==> config.mk <==
export PLATFORM = sky130hd
export DESIGN_NAME = load_store_unit
export DESIGN_NICKNAME = d
export VERILOG_FILES = /design/src/rtl/load_store_unit.sv
export SDC_FILE = /design/constraint.sdc
export NUM_CORES = 1
export LEC_CHECK = 0
export CAP_MARGIN = 20
export CELL_PAD_IN_SITES_DETAIL_PLACEMENT = 1
export CELL_PAD_IN_SITES_GLOBAL_PLACEMENT = 1
export CORE_ASPECT_RATIO = 1.2
export CORE_MARGIN = 2
export CORE_UTILIZATION = 36
export DETAILED_ROUTE_END_ITERATION = 10
export HOLD_SLACK_MARGIN = 0.08
export MAX_ROUTING_LAYER = met4
export PLACE_DENSITY = 0.9
export SLEW_MARGIN = 20
export SYNTH_ARGS = -nofsm -noshare
export SYNTH_HDL_FRONTEND = slang
export SYNTH_SLANG_ARGS = --single-unit
==> constraint.sdc <==
create_clock -name clk -period 3.8 [get_ports clk]
set_input_delay 0.57 -clock clk [delete_from_list [all_inputs] [get_ports clk]]
set_output_delay 0.57 -clock clk [all_outputs]
set_load 0.005 [all_outputs]
==> src/rtl/load_store_unit.sv <==
// Load/store unit between a CPU request port and a word-wide data memory.
// Sub-word stores use a read-modify-write sequence; misaligned accesses trap or are force-aligned.
module load_store_unit #(
  parameter bit MISALIGN_TRAP = 1'b1
) (
  input  logic        clk,
  input  logic        rst_n,
  input  logic        req_valid,
  output logic        req_ready,
  input  logic        req_write,
  input  logic [1:0]  req_size,
  input  logic        req_unsigned,
  input  logic [31:0] req_addr,
  input  logic [31:0] req_wdata,
  output logic        resp_valid,
  output logic [31:0] resp_rdata,
  output logic        resp_misaligned,
  output logic [31:0] mem_address,
  output logic [31:0] mem_write_data,
  output logic        mem_write,
  output logic        mem_read,
  input  logic [31:0] mem_read_data,
  output logic [2:0]  state
);

  // Handshake: a request is taken on the rising edge where req_valid && req_ready;
  // req_ready is high only in IDLE, and resp_valid is a single-cycle pulse with no backpressure.
  typedef enum logic [2:0] {IDLE, LOAD, STORE, RMW_READ, RMW_WRITE, RESP} state_t;

  state_t      st;
  logic [1:0]  size_q;
  logic        unsigned_q;
  logic [1:0]  lane_q;
  logic [15:0] wdata_q;

  logic        fault;
  logic [31:0] addr_al;
  logic [7:0]  byte_v;
  logic [15:0] half_v;
  logic [31:0] load_val;
  logic [31:0] merged;

  assign state = st;

  // Size 11 always faults; alignment faults only when trapping, otherwise low bits are cleared.
  always_comb begin
    addr_al = req_addr;
    fault   = (req_size == 2'b11);
    if (req_size == 2'b01) begin
      addr_al[0] = 1'b0;
      if (MISALIGN_TRAP && req_addr[0]) fault = 1'b1;
    end else if (req_size == 2'b10) begin
      addr_al[1:0] = 2'b00;
      if (MISALIGN_TRAP && (req_addr[1:0] != 2'b00)) fault = 1'b1;
    end
  end

  always_comb begin
    byte_v = mem_read_data[{lane_q, 3'b000} +: 8];
    half_v = mem_read_data[{lane_q[1], 4'b0000} +: 16];
    case (size_q)
      2'b00:   load_val = {{24{~unsigned_q & byte_v[7]}}, byte_v};
      2'b01:   load_val = {{16{~unsigned_q & half_v[15]}}, half_v};
      default: load_val = mem_read_data;
    endcase
  end

  always_comb begin
    merged = mem_read_data;
    if (size_q == 2'b00) merged[{lane_q, 3'b000} +: 8] = wdata_q[7:0];
    else                 merged[{lane_q[1], 4'b0000} +: 16] = wdata_q;
  end

  always_ff @(posedge clk or negedge rst_n) begin
    if (!rst_n) begin
      st              <= IDLE;
      req_ready       <= 1'b1;
      resp_valid      <= 1'b0;
      resp_rdata      <= '0;
      resp_misaligned <= 1'b0;
      mem_address     <= '0;
      mem_write_data  <= '0;
      mem_write       <= 1'b0;
      mem_read        <= 1'b0;
      size_q          <= '0;
      unsigned_q      <= 1'b0;
      lane_q          <= '0;
      wdata_q         <= '0;
    end else begin
      resp_valid      <= 1'b0;
      resp_misaligned <= 1'b0;
      case (st)
        IDLE: begin
          if (req_valid) begin
            req_ready  <= 1'b0;
            size_q     <= req_size;
            unsigned_q <= req_unsigned;
            lane_q     <= addr_al[1:0];
            wdata_q    <= req_wdata[15:0];
            if (fault) begin
              st              <= RESP;
              resp_valid      <= 1'b1;
              resp_misaligned <= 1'b1;
              resp_rdata      <= '0;
            end else if (!req_write) begin
              st          <= LOAD;
              mem_read    <= 1'b1;
              mem_address <= {addr_al[31:2], 2'b00};
            end else if (req_size == 2'b10) begin
              st             <= STORE;
              mem_write      <= 1'b1;
              mem_write_data <= req_wdata;
              mem_address    <= {addr_al[31:2], 2'b00};
            end else begin
              st          <= RMW_READ;
              mem_read    <= 1'b1;
              mem_address <= {addr_al[31:2], 2'b00};
            end
          end
        end
        LOAD: begin
          st          <= RESP;
          mem_read    <= 1'b0;
          mem_address <= '0;
          resp_valid  <= 1'b1;
          resp_rdata  <= load_val;
        end
        STORE: begin
          st             <= RESP;
          mem_write      <= 1'b0;
          mem_write_data <= '0;
          mem_address    <= '0;
          resp_valid     <= 1'b1;
          resp_rdata     <= '0;
        end
        RMW_READ: begin
          // Address is kept; the merged word is written back on the next cycle.
          st             <= RMW_WRITE;
          mem_read       <= 1'b0;
          mem_write      <= 1'b1;
          mem_write_data <= merged;
        end
        RMW_WRITE: begin
          st             <= RESP;
          mem_write      <= 1'b0;
          mem_write_data <= '0;
          mem_address    <= '0;
          resp_valid     <= 1'b1;
          resp_rdata     <= '0;
        end
        RESP: begin
          st        <= IDLE;
          req_ready <= 1'b1;
        end
        default: begin
          st        <= IDLE;
          req_ready <= 1'b1;
        end
      endcase
    end
  end

endmodule
==> impl_metrics.yaml, run 1 <==
routing:
  drt-total-wl_um: 25100
  first_pass_iters: 5
  wl_per_cell_um: 24.1
  route.detailed.drc: 0
  vias: 6297
  ant_nets: 0
  viasPerCell: 6.05
  dr.first_iter.drc_count: 640
synthesis:
  synth_area_leaders: "dfrtp_1 (46%), a22o_1 (3.9%), a221o_1 (3.9%)"
  ys_types: 60
  seq_area_frac_synth_pct: 46.2
  syn_area_um2: 6670
  ys_seq_elements: 123
  synth_compound_area_share_pct: 27.8
  synthAdderAreaFrac_pct: 0.938
  synth_cells: 628
  synth_mux_area_share_pct: 8.93
  synth_xor_area_share_pct: 0.263
  synth_flop_cell: "dfrtp_1"
  synth-simple-area-share_pct: 8.91
  syn_avg_cell_area_um2: 10.6
  synth_top_family_by_area: "compound AO/OA/AOI/OAI gates"
  synth_edf_count: 0
  yosys.area.top_type: "dfrtp_1"
  ys_warn_count: 0
  synth_top_area_share_pct: 45.8
  ys_async_sr_fraction_pct: 100
global_route:
  track_usage_pct: 26.6
  grt_pass1_wl_um: 38500
  grt_pass1_vias: 6503
  grt_max_degree: 58
  antenna_found_initial: 0
  grt_overflow_total: 0
job:
  cap_violations: 0
sta:
  slew_violations: 0
  skew_ns: 0.00839
  rsz0062_at_grt: "no"
  setup-tns-final_ns: 0
  setup-violations-final: 0
  period_share_pct: 76.3
  tightest_slew_ns: 0.966
  final.min_clock_period_ns: 2.90
  final_hold_viol_count: 0
  slew-limit-headroom_pct: 35.6
  fin_ws_ns: 0.902
  fmax_mhz: 345
power:
  irDropWorstVdd_v: 0.000390
  p_leak_nw: 3.93
  p_per_area_nw_per_um2: 809
finish:
  drive_gt1_share_pct: 10.5
  fin_nets: 912
  fillers: 1930
  multi_input_area_um2: 3160
  seq_area_um2: 3080
  area_growth_pct: 41.1
  num_antenna_cells: 0
worst_setup_path:
  rrSetupSlack_ns: 0.90
  worstSetupStartpoint: "lane_q[0]"
  cp_data_required_time_ns: 4.10
  arrival_ns: 3.20
  r2r-end: "mem_write_data[14]"
  path_class: "reg -> reg"
  cp_max_fo: 15
  cp-end-kind: "register"
  rr_startpoint: "lane_q[0]"
  start_kind: "register"
  reg2regPathDepth: 6
clock_tree:
  path_clk_slew_ns: 0.06
  cts_setup_buffers: 0
  root_buffer: "clkbuf_16"
  cts_tree: "built"
  ctsResizeCount: 0
  cts_buffers: 17
  htree_levels: 4
  clk_path_buf_depth: 2
  clock_sinks: 123
  clk_latency_ns: 0.42
  hold_buffers: 0
floorplan:
  die_w_um: 128
  fp.dieH_um: 153
  initial_core_util_pct: 36.7
  dieArea_um2: 19600
  rows: 54
  core_area_um2: 18200
  io_pins: 207
place:
  dp_slack_ns: 0.718
  hpwl_um: 18100
  port_buffers: 204
  globalplace.congestion: 0.935
worst_hold_path:
  hold_path_class: "in -> async"
status:
  status: "finished, final reports clean"
synthesized netlist by cell type (all sizes together), types with 14 or more instances:
cell type	count
nand2	66
a221o	26
mux2	19
a221oi	21
o21ai	29
buf	31
nor2	15
a22o	30
inv	40
clkbuf	30
o2bb2ai	14
mux2i	22
dfrtp	122
power by group:
group / total, W / switching [W] / internal (W)
clock network: 0.00161 / 0.000632 / 0.000982
registers: 0.00233 / 0.000509 / 0.00182
logic: 0.00368 / 0.00181 / 0.00187
registers in the layout, indices dropped and copies added, names as in the netlist:
signal,count
mem_write,1
resp_misaligned,1
resp_rdata,32
resp_valid,1
state,3
req_ready,1
wdata_q,16
mem_address,30
lane_q,2
unsigned_q,1
mem_write_data,32
mem_read,1
size_q,2
worst max-delay path, cell delays in order (launching register included):
cell and delay, ns:
dfrtp_1 0.77, inv_1 0.28, ha_1 0.42, and4b_1 0.35
a221oi_1 0.40, a211oi_1 0.16, o32a_1 0.40
layout make-up:
| class | count | share of cell area [%] |
|---|---|---|
| Multi-Input combinational cell | 405 | 33.5 |
| Sequential cell | 123 | 32.7 |
| Clock inverter | 14 | 1.57 |
| Tap cell | 224 | 2.98 |
| Timing Repair Buffer | 217 | 22.9 |
| Inverter | 40 | 1.60 |
| Clock buffer | 18 | 4.67 |
placed cells by master, fill, tap and decap left out, types with 14 or more instances in the layout:
cell type        instances
o2bb2ai_1               14
a22o_1                  30
nand2_1                 65
nor2_1                  14
a221o_1                 26
dfrtp_1                121
clkbuf_16               17
inv_1                   40
o21ai_0                 29
a221oi_1                21
clkdlybuf4s50_1        203
mux2i_1                 21
mux2_2                  19
cell families after synthesis:
family | Yosys count
compound gates | 226
flops | 123
simple gates | 122
buf+inv | 101
mux | 48
fa+ha+maj | 5
xor+xnor | 2
other cells | 1
layer usage:
metal / GRT usage [%] / routed length [µm] / vias up
met5: - / 0 / -
met2: 40.8 / 11900 / 361
met1: 33.1 / 10200 / 3153
met4: 11.3 / 828 / 0
li1: - / - / 2737
met3: 7.00 / 2160 / 46
worst max-delay path by stage:
stage	end	slack, ns	cells after the start
after floorplan	mem_write_data[15]	1.02	10
after global placement	mem_address[22]	0.86	6
after detailed placement	mem_address[5]	0.72	6
after CTS	mem_write_data[14]	0.97	6
after global routing	mem_write_data[4]	0.66	6
final	mem_write_data[14]	0.90	6
through the flow:
step | cell area (µm²) | power (W) | instances | util (%) | hold WS (ns)
2_1_floorplan | 6670 | 0.00438 | 629 | - | 0.274
3_3_place_gp | 8790 | 0.00579 | 1008 | 48.4 | 0.461
3_5_place_dp | 8790 | 0.00592 | 1008 | 48.4 | 0.467
4_1_cts | 9380 | 0.00758 | 1040 | 51.6 | 0.228
5_1_grt | 9410 | 0.00806 | 1041 | 51.8 | 0.250
6_report | 9410 | 0.00762 | 1041 | 51.8 | 0.205
Note: power is estimated with default switching activity, not from simulation.
==> inputs of run 2 (changes only) <==
==> constraint.sdc (replaced) <==
create_clock -name clk -period 2.78 [get_ports clk]
set_input_delay 0.417 -clock clk [delete_from_list [all_inputs] [get_ports clk]]
set_output_delay 0.417 -clock clk [all_outputs]
set_load 0.005 [all_outputs]
==> run 2 against run 1 <==
Against the previous run:
- setup slack got worse by 0.53 ns
- global-route usage increased by 0.15 points
- final area increased by 0.85%
- combinational power increased by 44%
==> impl_metrics.yaml, run 2 (synthesis results as in run 1) <==
status:
  status: "finished, final reports clean"
routing:
  wl_per_cell_um: 23.8
  ant_nets: 0
  first_pass_iters: 5
  route.detailed.drc: 0
  vias: 6297
  drt-total-wl_um: 25100
  dr.first_iter.drc_count: 506
  viasPerCell: 5.97
sta:
  fmax_mhz: 415
  slew-limit-headroom_pct: 39.0
  tightest_slew_ns: 0.915
  fin_ws_ns: 0.369
  setup-violations-final: 0
  setup-tns-final_ns: 0
  skew_ns: 0.00765
  period_share_pct: 86.7
  slew_violations: 0
  final.min_clock_period_ns: 2.41
  final_hold_viol_count: 0
  rsz0062_at_grt: "no"
worst_setup_path:
  crit_buf_inv: 1
  rrSetupSlack_ns: 0.37
  r2r-end: "mem_write_data[6]"
  path_cells: "inv_1 > ha_1 > nor3b_2 > a221oi_1 > a211oi_1 > o32a_1"
  critical_path_depth: 6
  path_delay_family: "compound AO/OA/AOI/OAI gates"
  start_kind: "register"
  cp_max_fo: 8
  cp_data_required_time_ns: 3.13
  slowest_stage: "nor3b_2"
  reg2regPathDepth: 6
  path_class: "reg -> reg"
  arrival_ns: 2.77
  cp-end-kind: "register"
  rr_startpoint: "lane_q[0]"
  cpPeakStageDelay_ns: 0.54
global_route:
  grt_max_degree: 55
  grt_pass1_wl_um: 39200
  grt_pass1_vias: 6800
  grt_overflow_total: 0
  track_usage_pct: 26.7
  antenna_found_initial: 0
finish:
  final_cell_mix: "clkdlybuf4s50_1 (203), dfrtp_1 (121), nand2_1 (65), inv_1 (40), a22o_1 (30)"
  drive_gt1_share_pct: 11.9
  area_growth_pct: 42.3
  final_common_cell: "clkdlybuf4s50_1"
  num_antenna_cells: 0
  top_regs: "mem_write_data (32), resp_rdata (32), mem_address (30)"
  fin_nets: 926
floorplan:
  fp.dieH_um: 153
  dieArea_um2: 19600
  core_area_um2: 18200
  initial_core_util_pct: 36.7
  rows: 54
  io_pins: 207
  die_w_um: 128
power:
  p_leak_nw: 3.97
  irDropWorstVdd_v: 0.000670
  p_per_area_nw_per_um2: 1100
job:
  cap_violations: 0
clock_tree:
  htree_levels: 4
  path_clk_slew_ns: 0.06
  root_buffer: "clkbuf_16"
  cts_buffers: 17
  cts_tree: "built"
  clock_sinks: 123
  cts_setup_buffers: 0
  clk_latency_ns: 0.42
  clk_path_buf_depth: 2
worst_hold_path:
  whs_path_depth: 1
  hold_path_class: "reg -> reg"
  min_from: "resp_rdata[15]"
  min_to: "resp_rdata[15]"
place:
  port_buffers: 204
  globalplace.congestion: 0.952
  dp_slack_ns: 0.0833
  hpwl_um: 18600
==> run 2: metrics by stage <==
stage	hold WS, ns	area [µm²]	instances	utilization [%]	power, W
detailed placement	0.466	8920	1022	49.1	0.00829
global placement	0.460	8920	1022	49.1	0.00809
floorplan	0.121	6680	629	-	0.00600
CTS	0.480	9490	1055	52.2	0.0105
global route	0.501	9490	1055	52.2	0.0110
finish	0.473	9490	1055	52.2	0.0104
==> run 2: worst reg2reg max path: stages (launching register included) <==
cell	delay [ns]
dfrtp_1	0.38
inv_1	0.17
ha_1	0.32
nor3b_2	0.54
a221oi_1	0.18
a211oi_1	0.54
o32a_1	0.23
==> run 2: timing repair <==
| action | in CTS | in global routing |
|---|---|---|
| hold buffers | 1 | 0 |
| endpoints found under the hold margin | 50 | 0 |
| setup endpoints to repair | 0 | 0 |
| resized for setup | 0 | 0 |
==> run 2: final cells by class <==
class / count / area (µm²)
clock buffers: 17 / 425
flip-flops and latches: 123 / 3080
well taps: 224 / 280
clock inverters: 15 / 129
repair buffers: 231 / 2270
fillers: 1947 / 8680
inverters: 40 / 150
multi-input cells: 405 / 3160
==> run 2: power breakdown <==
group | internal [W] | total [W] | switching (W)
logic | 0.00265 | 0.00530 | 0.00265
registers | 0.00249 | 0.00303 | 0.000543
clock network | 0.00122 | 0.00208 | 0.000859
total | 0.00636 | 0.0104 | 0.00405
==> run 2: worst max-delay path by stage <==
stage              start            endpoint  slack (ns)
2_1_floorplan  lane_q[1]  mem_write_data[15]        0.12
3_3_place_gp   req_valid     mem_address[10]        0.23
3_5_place_dp   req_valid      mem_address[8]        0.08
4_1_cts         state[0]      mem_address[8]        0.26
5_1_grt        lane_q[0]   mem_write_data[6]        0.30
6_report       lane_q[0]   mem_write_data[6]        0.37
==> run 2: per-layer routing <==
layer / up-vias / wire length (µm) / GRT usage [%]
li1: 2782 / - / -
met1: 3097 / 9560 / 30.9
met2: 344 / 12100 / 42.5
met4: 0 / 1070 / 11.3
met3: 74 / 2410 / 8.72
met5: - / 0 / -
